==> src/rtl/pipe_ctrl.sv <==
// ----------------------------------------------------------------------------
// pipe_ctrl
//
// Hazard and pipeline-control unit for a classic five-stage in-order core.
// Decides every cycle whether the front of the pipe holds, whether stages
// are killed (flush / bubble), and which operand source the EX stage uses.
//
// Three sources of control, in priority order:
//   1. freeze   - the MEM stage is waiting on data memory. Everything from
//                 PC through EX/MEM holds and a bubble goes into MEM/WB.
//                 A wait that exceeds TMO cycles locks the block in ERR,
//                 which freezes permanently until reset.
//   2. redirect - a taken branch in EX flushes IF/ID and bubbles ID/EX.
//   3. load-use - the instruction in ID needs a load result still in EX.
//                 PC and IF/ID hold for one cycle and ID/EX gets a bubble.
//
// Ports
//   clk, rst                     clock, synchronous active-high reset
//   id_rs1, id_rs2               ID-stage source register numbers
//   id_use_rs1, id_use_rs2       ID-stage source actually read
//   ex_rs1, ex_rs2, ex_rd        EX-stage register numbers
//   ex_mem_read                  EX stage holds a load
//   ex_branch_taken              EX stage requests a redirect
//   mem_rd, mem_reg_write        EX/MEM destination and write enable
//   wb_rd, wb_reg_write          MEM/WB destination and write enable
//   dmem_req, dmem_ready         MEM stage access pending / completes now
//   stall_pc .. stall_ex_mem     hold controls
//   flush_if_id, bubble_id_ex,
//   bubble_mem_wb                kill controls
//   fwd_a, fwd_b                 operand select: 00 regfile, 01 EX/MEM,
//                                10 MEM/WB
//   err_tmo                      sticky memory-timeout flag
//   stall_cnt, flush_cnt         free-running wrap-around event counters
//   state                        FSM state (00 RUN, 01 MEM_WAIT, 10 ERR)
// ----------------------------------------------------------------------------
module pipe_ctrl #(
    parameter int CNT_W = 32,
    parameter int TMO   = 255
) (
    input  logic             clk,
    input  logic             rst,
    input  logic [4:0]       id_rs1,
    input  logic [4:0]       id_rs2,
    input  logic             id_use_rs1,
    input  logic             id_use_rs2,
    input  logic [4:0]       ex_rs1,
    input  logic [4:0]       ex_rs2,
    input  logic [4:0]       ex_rd,
    input  logic             ex_mem_read,
    input  logic             ex_branch_taken,
    input  logic [4:0]       mem_rd,
    input  logic [4:0]       wb_rd,
    input  logic             mem_reg_write,
    input  logic             wb_reg_write,
    input  logic             dmem_req,
    input  logic             dmem_ready,
    output logic             stall_pc,
    output logic             stall_if_id,
    output logic             stall_id_ex,
    output logic             stall_ex_mem,
    output logic             flush_if_id,
    output logic             bubble_id_ex,
    output logic             bubble_mem_wb,
    output logic [1:0]       fwd_a,
    output logic [1:0]       fwd_b,
    output logic             err_tmo,
    output logic [CNT_W-1:0] stall_cnt,
    output logic [CNT_W-1:0] flush_cnt,
    output logic [1:0]       state
);

    typedef enum logic [1:0] {
        ST_RUN      = 2'b00,
        ST_MEM_WAIT = 2'b01,
        ST_ERR      = 2'b10,
        ST_ILLEGAL  = 2'b11
    } state_t;

    // The wait counter holds the number of MEM_WAIT cycles already spent.
    // When it is at TMO-1 and memory is still not ready, this cycle makes
    // the count reach TMO and the block gives up.
    localparam logic [15:0] WAIT_LAST = 16'(TMO - 1);

    state_t      state_reg;
    state_t      state_next;
    logic [15:0] wait_cnt_reg;
    logic [15:0] wait_cnt_next;
    logic        err_tmo_reg;
    logic        err_tmo_next;
    logic [CNT_W-1:0] stall_cnt_reg;
    logic [CNT_W-1:0] flush_cnt_reg;

    logic        freeze;
    logic        load_use;

    // ------------------------------------------------------------------
    // FSM state register
    // ------------------------------------------------------------------
    always_ff @(posedge clk) begin
        if (rst) begin
            state_reg    <= ST_RUN;
            wait_cnt_reg <= '0;
            err_tmo_reg  <= 1'b0;
        end else begin
            state_reg    <= state_next;
            wait_cnt_reg <= wait_cnt_next;
            err_tmo_reg  <= err_tmo_next;
        end
    end

    // ------------------------------------------------------------------
    // FSM next state and freeze decision
    // ------------------------------------------------------------------
    always_comb begin
        state_next    = state_reg;
        wait_cnt_next = wait_cnt_reg;
        err_tmo_next  = err_tmo_reg;
        freeze        = 1'b0;
        case (state_reg)
            ST_RUN: begin
                // The first missed cycle already freezes; the FSM only
                // catches up on the following edge.
                if (dmem_req && !dmem_ready) begin
                    freeze        = 1'b1;
                    state_next    = ST_MEM_WAIT;
                    wait_cnt_next = '0;
                end
            end
            ST_MEM_WAIT: begin
                wait_cnt_next = wait_cnt_reg + 16'd1;
                if (dmem_ready) begin
                    // Completion cycle: the pipe advances right now.
                    state_next = ST_RUN;
                end else begin
                    freeze = 1'b1;
                    if (wait_cnt_reg == WAIT_LAST) begin
                        state_next   = ST_ERR;
                        err_tmo_next = 1'b1;
                    end
                end
            end
            ST_ERR: begin
                freeze = 1'b1;
            end
            default: begin
                state_next = ST_RUN;
            end
        endcase
    end

    // ------------------------------------------------------------------
    // Load-use detection. x0 never carries a real dependency.
    // ------------------------------------------------------------------
    assign load_use = ex_mem_read && (ex_rd != 5'd0) &&
                      ((id_use_rs1 && (id_rs1 == ex_rd)) ||
                       (id_use_rs2 && (id_rs2 == ex_rd)));

    // ------------------------------------------------------------------
    // Hold / kill outputs. A redirect seen during a freeze is not lost:
    // the branch stays in the held EX stage, so it is acted on in the
    // first cycle the freeze drops, whichever FSM state that is in.
    // ------------------------------------------------------------------
    always_comb begin
        stall_pc      = 1'b0;
        stall_if_id   = 1'b0;
        stall_id_ex   = 1'b0;
        stall_ex_mem  = 1'b0;
        flush_if_id   = 1'b0;
        bubble_id_ex  = 1'b0;
        bubble_mem_wb = 1'b0;
        if (!rst) begin
            if (freeze) begin
                stall_pc      = 1'b1;
                stall_if_id   = 1'b1;
                stall_id_ex   = 1'b1;
                stall_ex_mem  = 1'b1;
                bubble_mem_wb = 1'b1;
            end else if (ex_branch_taken) begin
                // The wrong-path instruction in ID is killed, so any
                // load-use hazard it might have is irrelevant.
                flush_if_id  = 1'b1;
                bubble_id_ex = 1'b1;
            end else if (load_use) begin
                stall_pc     = 1'b1;
                stall_if_id  = 1'b1;
                bubble_id_ex = 1'b1;
            end
        end
    end

    // ------------------------------------------------------------------
    // Operand forwarding, one identical selector per EX source operand.
    // The younger producer (EX/MEM) wins over MEM/WB.
    // ------------------------------------------------------------------
    logic [4:0] ex_src  [2];
    logic [1:0] fwd_sel [2];

    assign ex_src[0] = ex_rs1;
    assign ex_src[1] = ex_rs2;

    generate
        for (genvar gi = 0; gi < 2; gi++) begin : g_fwd
            assign fwd_sel[gi] =
                (mem_reg_write && (mem_rd != 5'd0) && (mem_rd == ex_src[gi])) ? 2'b01 :
                (wb_reg_write  && (wb_rd  != 5'd0) && (wb_rd  == ex_src[gi])) ? 2'b10 :
                                                                                  2'b00;
        end
    endgenerate

    assign fwd_a = fwd_sel[0];
    assign fwd_b = fwd_sel[1];

    // ------------------------------------------------------------------
    // Performance counters, wrapping naturally at 2^CNT_W.
    // ------------------------------------------------------------------
    always_ff @(posedge clk) begin
        if (rst) begin
            stall_cnt_reg <= '0;
            flush_cnt_reg <= '0;
        end else begin
            stall_cnt_reg <= stall_cnt_reg + {{(CNT_W-1){1'b0}}, stall_pc};
            flush_cnt_reg <= flush_cnt_reg + {{(CNT_W-1){1'b0}}, flush_if_id};
        end
    end

    assign stall_cnt = stall_cnt_reg;
    assign flush_cnt = flush_cnt_reg;
    assign err_tmo   = err_tmo_reg;
    assign state     = state_reg;

endmodule
==> config.mk <==
export PLATFORM = sky130hd
export DESIGN_NAME = pipe_ctrl
export DESIGN_NICKNAME = d
export VERILOG_FILES = /design/src/rtl/pipe_ctrl.sv
export SDC_FILE = /design/constraint.sdc
export NUM_CORES = 1
export LEC_CHECK = 0
export BUFFER_PORTS_ARGS = -buffer_cell sky130_fd_sc_hd__buf_2
export CORE_ASPECT_RATIO = 1.25
export CORE_MARGIN = 2
export CORE_UTILIZATION = 40
export CTS_BUF_LIST = sky130_fd_sc_hd__clkbuf_16
export DETAILED_ROUTE_END_ITERATION = 6
export REMOVE_ABC_BUFFERS = 1
export SLEW_MARGIN = 20
export SYNTH_ARGS = -nofsm -noshare
export SYNTH_HDL_FRONTEND = slang
export SYNTH_SLANG_ARGS = --single-unit
==> constraint.sdc <==
create_clock -name clk -period 4.55 [get_ports clk]
set_clock_uncertainty 0.05 [all_clocks]
set_input_delay 0.91 -clock clk [delete_from_list [all_inputs] [get_ports clk]]
set_output_delay 0.91 -clock clk [all_outputs]
set_load 0.05 [all_outputs]
==> qor.yml, run 1 <==
syn-cell-area_um2: 4550
design_area_um2: 5380
floorplan.initialDensity_pct: 41.1
finalCriticalPeriod_ns: 3.64
ir_drop_mv: 0.132
global_route.usage.total_pct: 19.1
most_common_library_cell_in_the_layout_ignoring_fill_and_taps: "sky130_fd_sc_hd__buf_2"
clock_tree.buffer_depth: 2
synthCells: 532
first_iter_violations: 130
postSynthRegisterBits: 83
drt-total-wl_mm: 11.7
timing.critical_path.fanout_max: 7
ratio_of_final_minimum_period_to_clock_period_pct: 79.9
grt-ovfl-total: 0
worstMarginPinSlew_ns: 0.896
required_ns: 4.73
die_boundary_height_um: 123
layout.cells.most_common_list: "122 x sky130_fd_sc_hd__buf_2, 83 x sky130_fd_sc_hd__dfxtp_1, 44 x sky130_fd_sc_hd__nor2_1, 40 x sky130_fd_sc_hd__a21oi_1, 39 x sky130_fd_sc_hd__xor2_1"
routedWlPerCell_um: 15.1
endpoint_kind: "flop"
timing.max_slew.rel_slack_pct: 40.3
ctsResizeCount: 0
dp.final_hpwl_mm: 8.47
numCtsBuffers: 9
route.vias.total: 4427
antenna_cells_inserted: 0
ant_nets: 0
port_buffers: 122
tritoncts_clock_tree: "built"
numClockSinks: 83
drt_first_pass_iters: 4
rsz0062_at_grt: "false"
core-area_um2: 11100
slowest_delay_ns: 0.51
timing.critical_path.slowest_stage_cell: "sky130_fd_sc_hd__o41ai_1"
die_area_um2: 12300
hold_viol: 0
std_cell_rows: 43
vias_in_the_first_global_route: 4143
grt_max_degree: 88
antenna_found_initial: 1
placedInstanceArea_um2: 5120
timing.setup.critical_path_class: "in -> reg"
power.leakage_uw: 0.00211
drive_gt1_share_pct: 23.5
cts_setup_buffers: 0
setup.worst_path.start_class: "input port"
arrival_ns: 3.82
path_clk_slew_ns: 0.06
finalMaxSlewViolations: 0
synth.avg_cell_area_um2: 8.56
timing.final.setup_violations: 0
cts.hold.buffers_added: 0
clock_insertion_delay_worst_skew_ns: 0.34
die_w_um: 99.4
layout_setup_ws_ns: 0.913
critical-path-top-delay-family: "simple AND/OR/NAND/NOR gates"
maxClockFrequency_mhz: 275
netlist-cell-type-count: 54
worst-path-buf-inv: 1
syn2layout_area_growth_pct: 18.2
ratio_of_routed_vias_to_standard_cells: 5.73
grt_pass1_wl_mm: 19.2
dp_slack_ns: 0.482
final_nets: 684
worstPathCellList: "buf_2, xor2_1, nor4_1, a32oi_1, o41ai_1, ha_1, ha_1, and2_1, nand4_1, nor4_1, mux2_2"
htreeDepth: 3
place.gp.congestion: 0.863
min-delay-path-class: "reg -> reg"
run_status: "complete, no violations"
ys_warn_count: 0
drv.max_cap_violation_count: 0
ctsRootBufferMaster: "sky130_fd_sc_hd__clkbuf_16"
cellPowerDensity_nw_per_um2: 279
pin_count: 123
drcViolationCount: 0
yosysSeqAreaShare_pct: 36.5
[metal layers]
layer / wire, um / track usage (%) / vias to the layer above
li1: - / - / 2171
met1: 4890 / 21.9 / 2086
met2: 5820 / 34.1 / 150
met3: 749 / 5.14 / 18
met4: 201 / 7.11 / 2
met5: 10 / 0 / -
[kinds of logic (layout without fill, tap and decap cells)]
| kind of cell | count (synthesis) | in the layout | synth area share (%) |
|---|---|---|---|
| muxes | 7 | 7 | 1.70 |
| AOI/OAI and AO/OA | 100 | 100 | 13.7 |
| DFF | 83 | 83 | 36.5 |
| xor gates and xnor gates | 56 | 56 | 10.8 |
| buffers and inverters | 46 | 152 | 5.88 |
| and+or+nand+nor | 234 | 234 | 29.8 |
| adders and majority gates | 6 | 6 | 1.65 |
[where the power goes]
group          switching [uW]  internal (uW)  total (uW)  leakage, uW
logic                    77.6           41.2         119      0.00132
registers                3.42            730         733     0.000669
clock network             289            362         651     0.000127
total                     370           1130        1500      0.00211
[cell type report]
| type | instances | area, um^2 |
|---|---|---|
| Clock buffer | 9 | 225 |
| Clock inverter | 7 | 36.3 |
| Fill cell | 1112 | 5700 |
| Inverter | 13 | 48.8 |
| Multi-Input combinational cell | 403 | 2630 |
| Sequential cell | 83 | 1660 |
| Tap cell | 135 | 169 |
| Timing Repair Buffer | 123 | 618 |
[synthesized netlist by cell type, drive strengths merged]
cell          number  area share, %
clkbuf            14            1.4
o21ai             15            1.6
xnor2             17            3.3
nor3               4           0.44
a211oi             1           0.16
a41oi              1           0.19
mux2               6            1.5
buf               18            3.1
or4b               1           0.22
xor2              39            7.5
dfxtp             83             36
nand2             32            2.7
or4               29            4.8
and4              12            2.3
and3               5           0.69
mux2i              1           0.22
nor2b             10            1.4
nor4b              1           0.19
a32oi              1           0.19
nand3             24            2.6
nor4              13            1.8
nand3b             1           0.16
o211ai             1           0.16
dlymetal6s2s       1           0.27
nor3b              1           0.16
a311oi             4           0.77
o21bai             2           0.33
inv               13            1.1
a31o               1           0.19
o2111ai            2           0.38
or3               12            1.6
o311ai             1           0.19
o41ai              2           0.38
nor2              44            3.6
nand4             30            4.9
ha                 6            1.6
a21oi             40            4.4
o31ai             23            3.8
o31a               1           0.19
a31oi              5           0.69
and4b              1           0.22
nand2b             2           0.27
and2              12            1.7
[through the flow]
step	hold WS [ns]	cells	utilization (%)	total power, uW	setup TNS (ns)
3_5_place_dp	0.391	757	46.2	869	0
5_1_grt	0.428	773	48.6	1560	0
6_report	0.401	773	48.6	1500	0
4_1_cts	0.406	773	48.6	1520	0
3_3_place_gp	0.394	757	46.2	867	0
2_1_floorplan	0.385	499	-	811	-54.84
[worst register-to-register path, cell delays in order (launching register included)]
cell	delay, ns
sky130_fd_sc_hd__dfxtp_1	0.45
sky130_fd_sc_hd__nor2_1	0.08
sky130_fd_sc_hd__o31ai_1	0.37
sky130_fd_sc_hd__nand2_1	0.13
sky130_fd_sc_hd__o41ai_1	0.12
sky130_fd_sc_hd__ha_1	0.30
sky130_fd_sc_hd__ha_1	0.23
sky130_fd_sc_hd__and2_1	0.27
sky130_fd_sc_hd__nand4_1	0.25
sky130_fd_sc_hd__nor4_1	0.27
sky130_fd_sc_hd__mux2_2	0.36
[final timing paths]
path	from	cells past startpoint	to	slack, ns
max	ex_rd[3]	11	stall_cnt[28]	0.91
min	err_tmo	2	err_tmo	0.40
max reg2reg	state[0]	10	stall_cnt[28]	1.56
min reg2reg	err_tmo	2	err_tmo	0.40
No activity file was read; power rests on OpenSTA's default activity.
==> inputs of run 2 (changes only) <==
Settings changed: ABC_AREA from default to 1, PLACE_DENSITY from default to 0.65.
Clock period 4.55 ns to 3.32 ns, I/O delays scaled along.
==> run 2 against run 1 <==
  * Wire length grew 17%
  * Critical path type is now reg -> reg
  * Count of clock-buffer cells in the layout is the same
  * Non-clock buffer count grew 2
  * Setup slack lost 0.17 ns
  * First-iteration DRC count grew 94%
  * Hold slack gained 0.0029 ns
  * Sequential cell count is the same
  * Global-route usage grew 1.3 points
==> qor.yml, run 2 <==
run_status: "complete, no violations"  # unchanged
die_boundary_height_um: 130  # was 123 um
comb_power_share_pct: 8.8  # was 7.9%
ctsRootBufferMaster: "sky130_fd_sc_hd__clkbuf_16"  # unchanged
route.vias.total: 5383  # was 4427
ys_warn_count: 0  # unchanged
timing.setup.critical_path_class: "reg -> reg"  # was in -> reg
min-delay-path-class: "reg -> reg"  # unchanged
dp_slack_ns: 0.457  # was 0.482 ns
global_route.usage.total_pct: 20.4  # was 19.1%
worstPathCellList: "inv_1, nand2_1, buf_4, nor2_1, inv_1, nand3_1, nor2_1, nand2_1, inv_1, ha_1, ha_1, nand2_1, nor2_4, nand3_2, nor2_4, nand3_1, nand2_1, nor2_1"  # was buf_2, xor2_1, nor4_1, a32oi_1, o41ai_1, ha_1, ha_1, and2_1, nand4_1, nor4_1, mux2_2
seq_power_share_pct: 45.9  # was 48.8%
final_nets: 1012  # was 684
synth_enable_flop_cells: 0  # unchanged
synthTopCellsByArea: "sky130_fd_sc_hd__dfxtp_1 33%, sky130_fd_sc_hd__nand2_1 19%, sky130_fd_sc_hd__nor2_1 11%"  # was sky130_fd_sc_hd__dfxtp_1 36%, sky130_fd_sc_hd__xor2_1 7.5%, sky130_fd_sc_hd__or4_1 4.8%
numClockSinks: 83  # unchanged
clock_tree.buffer_depth: 2  # unchanged
postLayoutCoreUtil_pct: 49.9  # was 48.6%
dp.final_hpwl_mm: 10.7  # was 8.47 mm
grt-ovfl-total: 0  # unchanged
port_buffers: 122  # unchanged
timing.max_slew.rel_slack_pct: 61.3  # was 40.3%
hold_viol: 0  # unchanged
antenna_found_initial: 0  # was 1
async_flop_share_pct: 0  # unchanged
routedWlPerCell_um: 12.0  # was 15.1 um
crit_top_cell: "sky130_fd_sc_hd__nand2_1"
drive_gt1_share_pct: 16.7  # was 23.5%
syn2layout_area_growth_pct: 21.1  # was 18.2%
yosysTopAreaCellShare_pct: 32.8  # was 36.5%
drt_first_pass_iters: 7  # was 4
layout.cells.most_common_list: "254 x sky130_fd_sc_hd__nand2_1, 153 x sky130_fd_sc_hd__nor2_1, 122 x sky130_fd_sc_hd__buf_2, 106 x sky130_fd_sc_hd__inv_1, 83 x sky130_fd_sc_hd__dfxtp_1"  # was 122 x sky130_fd_sc_hd__buf_2, 83 x sky130_fd_sc_hd__dfxtp_1, 44 x sky130_fd_sc_hd__nor2_1, 40 x sky130_fd_sc_hd__a21oi_1, 39 x sky130_fd_sc_hd__xor2_1
die_area_um2: 13600  # was 12300 um^2
vias_in_the_first_global_route: 4887  # was 4143
drt-total-wl_mm: 13.6  # was 11.7 mm
std_cell_rows: 45  # was 43
hold_ws_ns: 0.404  # was 0.401 ns
netlist-cell-type-count: 31  # was 54
slowest_delay_ns: 0.35  # was 0.51 ns
worstMarginPinSlew_ns: 0.581  # was 0.896 ns
ant_nets: 0  # unchanged
switching_share_pct: 24.8  # was 24.6%
synthCells: 838  # was 532
cellPowerDensity_nw_per_um2: 357  # was 279 nW/um^2
finalMaxSlewViolations: 0  # unchanged
synth-main-ff-cell: "sky130_fd_sc_hd__dfxtp_1"  # unchanged
rsz0062_at_grt: "false"  # unchanged
synth.avg_cell_area_um2: 6.04  # was 8.56 um^2
path_clk_slew_ns: 0.06  # about the same
grt_max_degree: 52  # was 88
first_iter_violations: 252  # was 130
ratio_of_routed_vias_to_standard_cells: 4.76  # was 5.73
post_route_setup_tns_ns: 0  # unchanged
core-area_um2: 12300  # was 11100 um^2
startpoint_of_the_tightest_hold_check_path: "err_tmo"  # unchanged
pin_count: 123  # unchanged
yosys.area.top_type: "sky130_fd_sc_hd__dfxtp_1"  # unchanged
layout_setup_ws_ns: 0.744  # was 0.913 ns
finalCriticalPeriod_ns: 2.58
yosysSeqAreaShare_pct: 32.8  # was 36.5%
r2r-end: "flush_cnt[26]"  # was stall_cnt[28]
most_common_library_cell_in_the_layout_ignoring_fill_and_taps: "sky130_fd_sc_hd__nand2_1"  # was sky130_fd_sc_hd__buf_2
die_w_um: 105  # was 99.4 um
worst-r2r-cell-count: 18  # was 10
tritoncts_clock_tree: "built"  # unchanged
postSynthRegisterBits: 83  # unchanged
setup.worst_path.start_class: "flop"  # was input port
ratio_of_final_minimum_period_to_clock_period_pct: 77.6
ctsResizeCount: 0  # unchanged
endpoint_kind: "flop"  # unchanged
drv.max_cap_violation_count: 0  # unchanged
timing.critical_path.fanout_max: 14  # was 7
clock_insertion_delay_worst_skew_ns: 0.34  # about the same
arrival_ns: 2.73  # was 3.82 ns
cts.hold.buffers_added: 0  # unchanged
maxClockFrequency_mhz: 388
htreeDepth: 3  # unchanged
floorplan.initialDensity_pct: 41.2  # was 41.1%
timing.final.setup_violations: 0  # unchanged
clock_power_share_pct: 45.3  # was 43.3%
synth.cells.most_frequent: "254 x sky130_fd_sc_hd__nand2_1, 153 x sky130_fd_sc_hd__nor2_1, 105 x sky130_fd_sc_hd__inv_1"  # was 83 x sky130_fd_sc_hd__dfxtp_1, 44 x sky130_fd_sc_hd__nor2_1, 40 x sky130_fd_sc_hd__a21oi_1
intPower_uw: 1650  # was 1130 uW
yosysMostFrequentCell: "sky130_fd_sc_hd__nand2_1"  # was sky130_fd_sc_hd__dfxtp_1
drcViolationCount: 0  # unchanged
timing.critical_path.slowest_stage_cell: "sky130_fd_sc_hd__dfxtp_1"  # was sky130_fd_sc_hd__o41ai_1
r2r_start: "state[1]"  # was state[0]
required_ns: 3.48  # was 4.73 ns
power.leakage_uw: 0.00250  # was 0.00211 uW
grt_pass1_wl_mm: 22.6  # was 19.2 mm
worst_hold_path.endpoint: "err_tmo"  # unchanged
syn-cell-area_um2: 5060  # was 4550 um^2
ir_drop_mv: 0.201  # was 0.132 mV
antenna_cells_inserted: 0  # unchanged
numCtsBuffers: 9  # unchanged
regToRegSetupSlack_ns: 0.74  # was 1.56 ns
holdPathStages: 2  # unchanged
cts_setup_buffers: 0  # unchanged
place.gp.congestion: 0.885  # was 0.863
power_switching_uw: 542  # was 370 uW
-- run 2: cell count changes after synthesis, sizes merged, moves of 11 or more --
cell	delta
a21oi	+15
or3	-12
o31ai	-23
xor2	-26
buf	-11
inv	+92
and4	-12
nand4	-21
o21ai	+13
or4	-29
nor2	+125
nor4	-13
nand2	+227
nand3	+29
-- run 2: routing by layer --
metal  up-vias  part of all wire (%)  GRT usage [%]
li1       2880                     -              -
met1      2357                    46           25.7
met2       134                    47           34.9
met3        12                   5.6           3.85
met4         0                   1.3           7.69
met5         -                     0              0
-- run 2: area by class of cell --
| type | instances | area [um^2] |
|---|---|---|
| repair buffers | 125 | 633 |
| clock buffers | 9 | 225 |
| fillers | 1345 | 6140 |
| clock inverters | 7 | 67.6 |
| inverters | 106 | 398 |
| well taps | 164 | 205 |
| multi-input cells | 636 | 2940 |
| flip-flops and latches | 83 | 1660 |
-- run 2: worst max path at each step --
stage               start             to  depth (start not counted)
6_report         state[1]  flush_cnt[26]                         18
5_1_grt          state[1]  stall_cnt[30]                         16
4_1_cts          state[1]  flush_cnt[22]                         18
3_5_place_dp   dmem_ready  stall_cnt[16]                         14
3_3_place_gp     dmem_req  flush_cnt[26]                         17
2_1_floorplan    state[0]  stall_cnt[20]                         15
-- run 2: power groups by stage --
stage                     registers [uW]  clock network (uW)  logic [uW]
after CTS                           1000                1010         193
after detailed placement            1030                   0         193
after global routing                1000                1060         214
after floorplan                     1040                   0         101
after global placement              1030                   0         192
final                               1000                 992         192
-- run 2: cell families after synthesis --
group | share of synthesized area [%]
and+or+nand+nor | 42.1
buffers and inverters | 9.10
AOI/OAI and AO/OA | 9.34
DFF | 32.8
xor gates and xnor gates | 5.19
adders and majority gates | 1.48
-- run 2: metrics by stage --
step           total power (uW)  area, um^2  std cells
5_1_grt                    2280        6130       1130
6_report                   2190        6130       1130
2_1_floorplan              1140        5000        825
4_1_cts                    2210        6130       1130
3_5_place_dp               1220        5840       1114
3_3_place_gp               1220        5840       1114
-- run 2: worst max-delay path, delay by kind of cell, from the launching register on --
kind / cells / cell delay (ns)
AND/OR/NAND/NOR: 12 / 1.26
flip-flops: 1 / 0.35
adder cells (fa/ha/maj): 2 / 0.39
buffers and inverters: 4 / 0.39
==> inputs of run 3 (changes only) <==
Settings changed: PLACE_DENSITY 0.65 to default.
Clock period 3.32 ns to 2.65 ns, I/O delays scaled along.
==> run 3 against run 2 <==
  * First-iteration DRC count shrank 4.4%
  * Sequential cell count is the same
  * Largest cell class unchanged
  * Utilization grew 0.33 points
  * Sequential power grew 26%
  * Final cell count grew 0.35%
  * Final area grew 0.65%
==> qor.yml, run 3 (same netlist as run 2, synthesis figures left out) <==
timing.final.setup_violations: 0  # unchanged
die_boundary_height_um: 130  # unchanged
multiInputGateArea_um2: 2970  # was 2940 um^2
sequential_cell_area_um2: 1660  # unchanged
path_clk_slew_ns: 0.06  # about the same
min-delay-path-class: "reg -> reg"  # unchanged
port_buffers: 122  # unchanged
clock_insertion_delay_worst_skew_ns: 0.34  # about the same
post_route_setup_tns_ns: 0  # unchanged
grt_max_degree: 54  # was 52
ir_drop_mv: 0.241  # was 0.201 mV
global_route.usage.total_pct: 21.2  # was 20.4%
seq_power_share_pct: 46.8  # was 45.9%
place.gp.congestion: 0.840  # was 0.885
route.vias.total: 5345  # was 5383
grt_pass1_wl_mm: 23.5  # was 22.6 mm
comb_power_share_pct: 9.2  # was 8.8%
final_nets: 1016  # was 1012
finalCriticalPeriod_ns: 2.42  # was 2.58 ns
grt-ovfl-total: 0  # unchanged
vias_in_the_first_global_route: 5087  # was 4887
numCtsBuffers: 9  # unchanged
slowest_delay_ns: 0.32  # was 0.35 ns
first_iter_violations: 241  # was 252
hold_viol: 0  # unchanged
timing.critical_path.slowest_stage_cell: "sky130_fd_sc_hd__dfxtp_1"  # unchanged
std_cell_rows: 45  # unchanged
timing.setup.critical_path_class: "reg -> reg"  # unchanged
htreeDepth: 3  # unchanged
ant_nets: 0  # unchanged
intPower_uw: 1980  # was 1650 uW
required_ns: 2.80  # was 3.48 ns
drive_gt1_share_pct: 17.9  # was 16.7%
ratio_of_routed_vias_to_standard_cells: 4.71  # was 4.76
postLayoutCoreUtil_pct: 50.3  # was 49.9%
ctsRootBufferMaster: "sky130_fd_sc_hd__clkbuf_16"  # unchanged
endpoint_kind: "flop"  # unchanged
worstPathCellList: "inv_1, nand2_1, nor2_2, inv_1, nand3_1, nand2_1, nand2_1, ha_1, ha_1, nand2_1, nor2_2, inv_1, nor2_1, nand2_1, nand2_1, a21oi_1"  # was inv_1, nand2_1, buf_4, nor2_1, inv_1, nand3_1, nor2_1, nand2_1, inv_1, ha_1, ha_1, nand2_1, nor2_4, nand3_2, nor2_4, nand3_1, nand2_1, nor2_1
antenna_found_initial: 0  # unchanged
critical-path-top-delay-family: "simple AND/OR/NAND/NOR gates"  # unchanged
most_common_library_cell_in_the_layout_ignoring_fill_and_taps: "sky130_fd_sc_hd__nand2_1"  # unchanged
pin_count: 123  # unchanged
routedWlPerCell_um: 12.4  # was 12.0 um
switching_share_pct: 26.3  # was 24.8%
final.fill_count: 1353  # was 1345
rsz0062_at_grt: "true"  # was false
power.leakage_uw: 0.00250  # about the same
arrival_ns: 2.57  # was 2.73 ns
tritoncts_clock_tree: "built"  # unchanged
floorplan.initialDensity_pct: 41.2  # unchanged
layout.cells.most_common_list: "254 x sky130_fd_sc_hd__nand2_1, 148 x sky130_fd_sc_hd__nor2_1, 122 x sky130_fd_sc_hd__buf_2, 106 x sky130_fd_sc_hd__inv_1, 83 x sky130_fd_sc_hd__dfxtp_1"  # was 254 x sky130_fd_sc_hd__nand2_1, 153 x sky130_fd_sc_hd__nor2_1, 122 x sky130_fd_sc_hd__buf_2, 106 x sky130_fd_sc_hd__inv_1, 83 x sky130_fd_sc_hd__dfxtp_1
syn2layout_area_growth_pct: 21.9  # was 21.1%
clock_tree.buffer_depth: 2  # unchanged
setup.worst_path.start_class: "flop"  # unchanged
numClockSinks: 83  # unchanged
crit_top_cell: "sky130_fd_sc_hd__nand2_1"  # unchanged
drt_first_pass_iters: 4  # was 7
drt-total-wl_mm: 14.1  # was 13.6 mm
die_w_um: 105  # unchanged
core-area_um2: 12300  # unchanged
worstMarginPinSlew_ns: 0.608  # was 0.581 ns
maxClockFrequency_mhz: 413  # was 388 MHz
ratio_of_final_minimum_period_to_clock_period_pct: 91.4  # was 77.6%
cellPowerDensity_nw_per_um2: 435  # was 357 nW/um^2
timing.critical_path.fanout_max: 4  # was 14
clock_power_share_pct: 44.1  # was 45.3%
worst-path-buf-inv: 3  # was 4
drcViolationCount: 0  # unchanged
antenna_cells_inserted: 0  # unchanged
timing.max_slew.rel_slack_pct: 59.4  # was 61.3%
drv.max_cap_violation_count: 0  # unchanged
power_switching_uw: 707  # was 542 uW
dp.final_hpwl_mm: 11.1  # was 10.7 mm
finalMaxSlewViolations: 0  # unchanged
run_status: "complete, no violations"  # unchanged
hold_ws_ns: 0.407  # was 0.404 ns
die_area_um2: 13600  # unchanged
[run 3: cell types whose count changed in the layout (fill, tap and decap cells not counted), sizes merged]
cell      delta
buf          +4
bufinv       -1
clkinv       -3
clkinvlp     +2
inv          +2
[run 3: what timing repair did]
action | CTS | global route
buffers inserted | 0 | 1
gates resized for setup | 0 | 8
hold buffers | 0 | 0
setup endpoints to repair | 0 | 12
[run 3: layout make-up]
type	count	share of cell area (%)
clock buffer	9	3.65
inverter	106	6.45
tap	164	3.33
clock inverter	7	0.852
sequential	83	26.9
timing repair buffer	129	10.7
multi-input combinational	636	48.1
[run 3: path summary, 6_finish.rpt]
| path | start | end | slack [ns] | depth (start not counted) |
|---|---|---|---|---|
| worst min register to register | err_tmo | err_tmo | 0.41 | 2 |
| worst max register to register | state[1] | stall_cnt[28] | 0.23 | 16 |
| worst min-delay path | err_tmo | err_tmo | 0.41 | 2 |
| worst max-delay path | state[1] | stall_cnt[28] | 0.23 | 16 |
[run 3: per-stage QoR]
stage | power, uW | setup WS, ns | cells | cell area (um^2)
after floorplan | 1430 | -0.766 | 825 | 5000
after global placement | 1530 | 0.0679 | 1117 | 5860
after detailed placement | 1530 | 0.00127 | 1117 | 5860
after CTS | 2730 | 0.192 | 1133 | 6140
after global routing | 2800 | -0.00350 | 1134 | 6170
final | 2690 | 0.227 | 1134 | 6170
[run 3: layer usage]
metal / GRT usage, % / vias to the layer above / wire length [um] / part of all wire (%)
met5: 0 / - / 0 / 0
met4: 7.06 / 0 / 295 / 2.1
met3: 4.15 / 23 / 528 / 3.8
met2: 37.9 / 105 / 6780 / 48
met1: 25.8 / 2343 / 6460 / 46
li1: - / 2874 / - / -
[run 3: worst register-to-register path: cells and delay by family, from the launching register on]
kind	cells	cell delay [ns]
buffers and inverters	3	0.23
flip-flops	1	0.32
AND/OR/NAND/NOR	10	1.23
AO/OA/AOI/OAI	1	0.05
adder cells (fa/ha/maj)	2	0.40
[run 3: power groups by stage]
stage | combinational [uW] | clock (uW) | sequential, uW
2_1_floorplan | 126 | 0 | 1300
3_3_place_gp | 247 | 0 | 1290
3_5_place_dp | 247 | 0 | 1290
4_1_cts | 248 | 1220 | 1260
5_1_grt | 274 | 1270 | 1260
6_report | 246 | 1180 | 1260
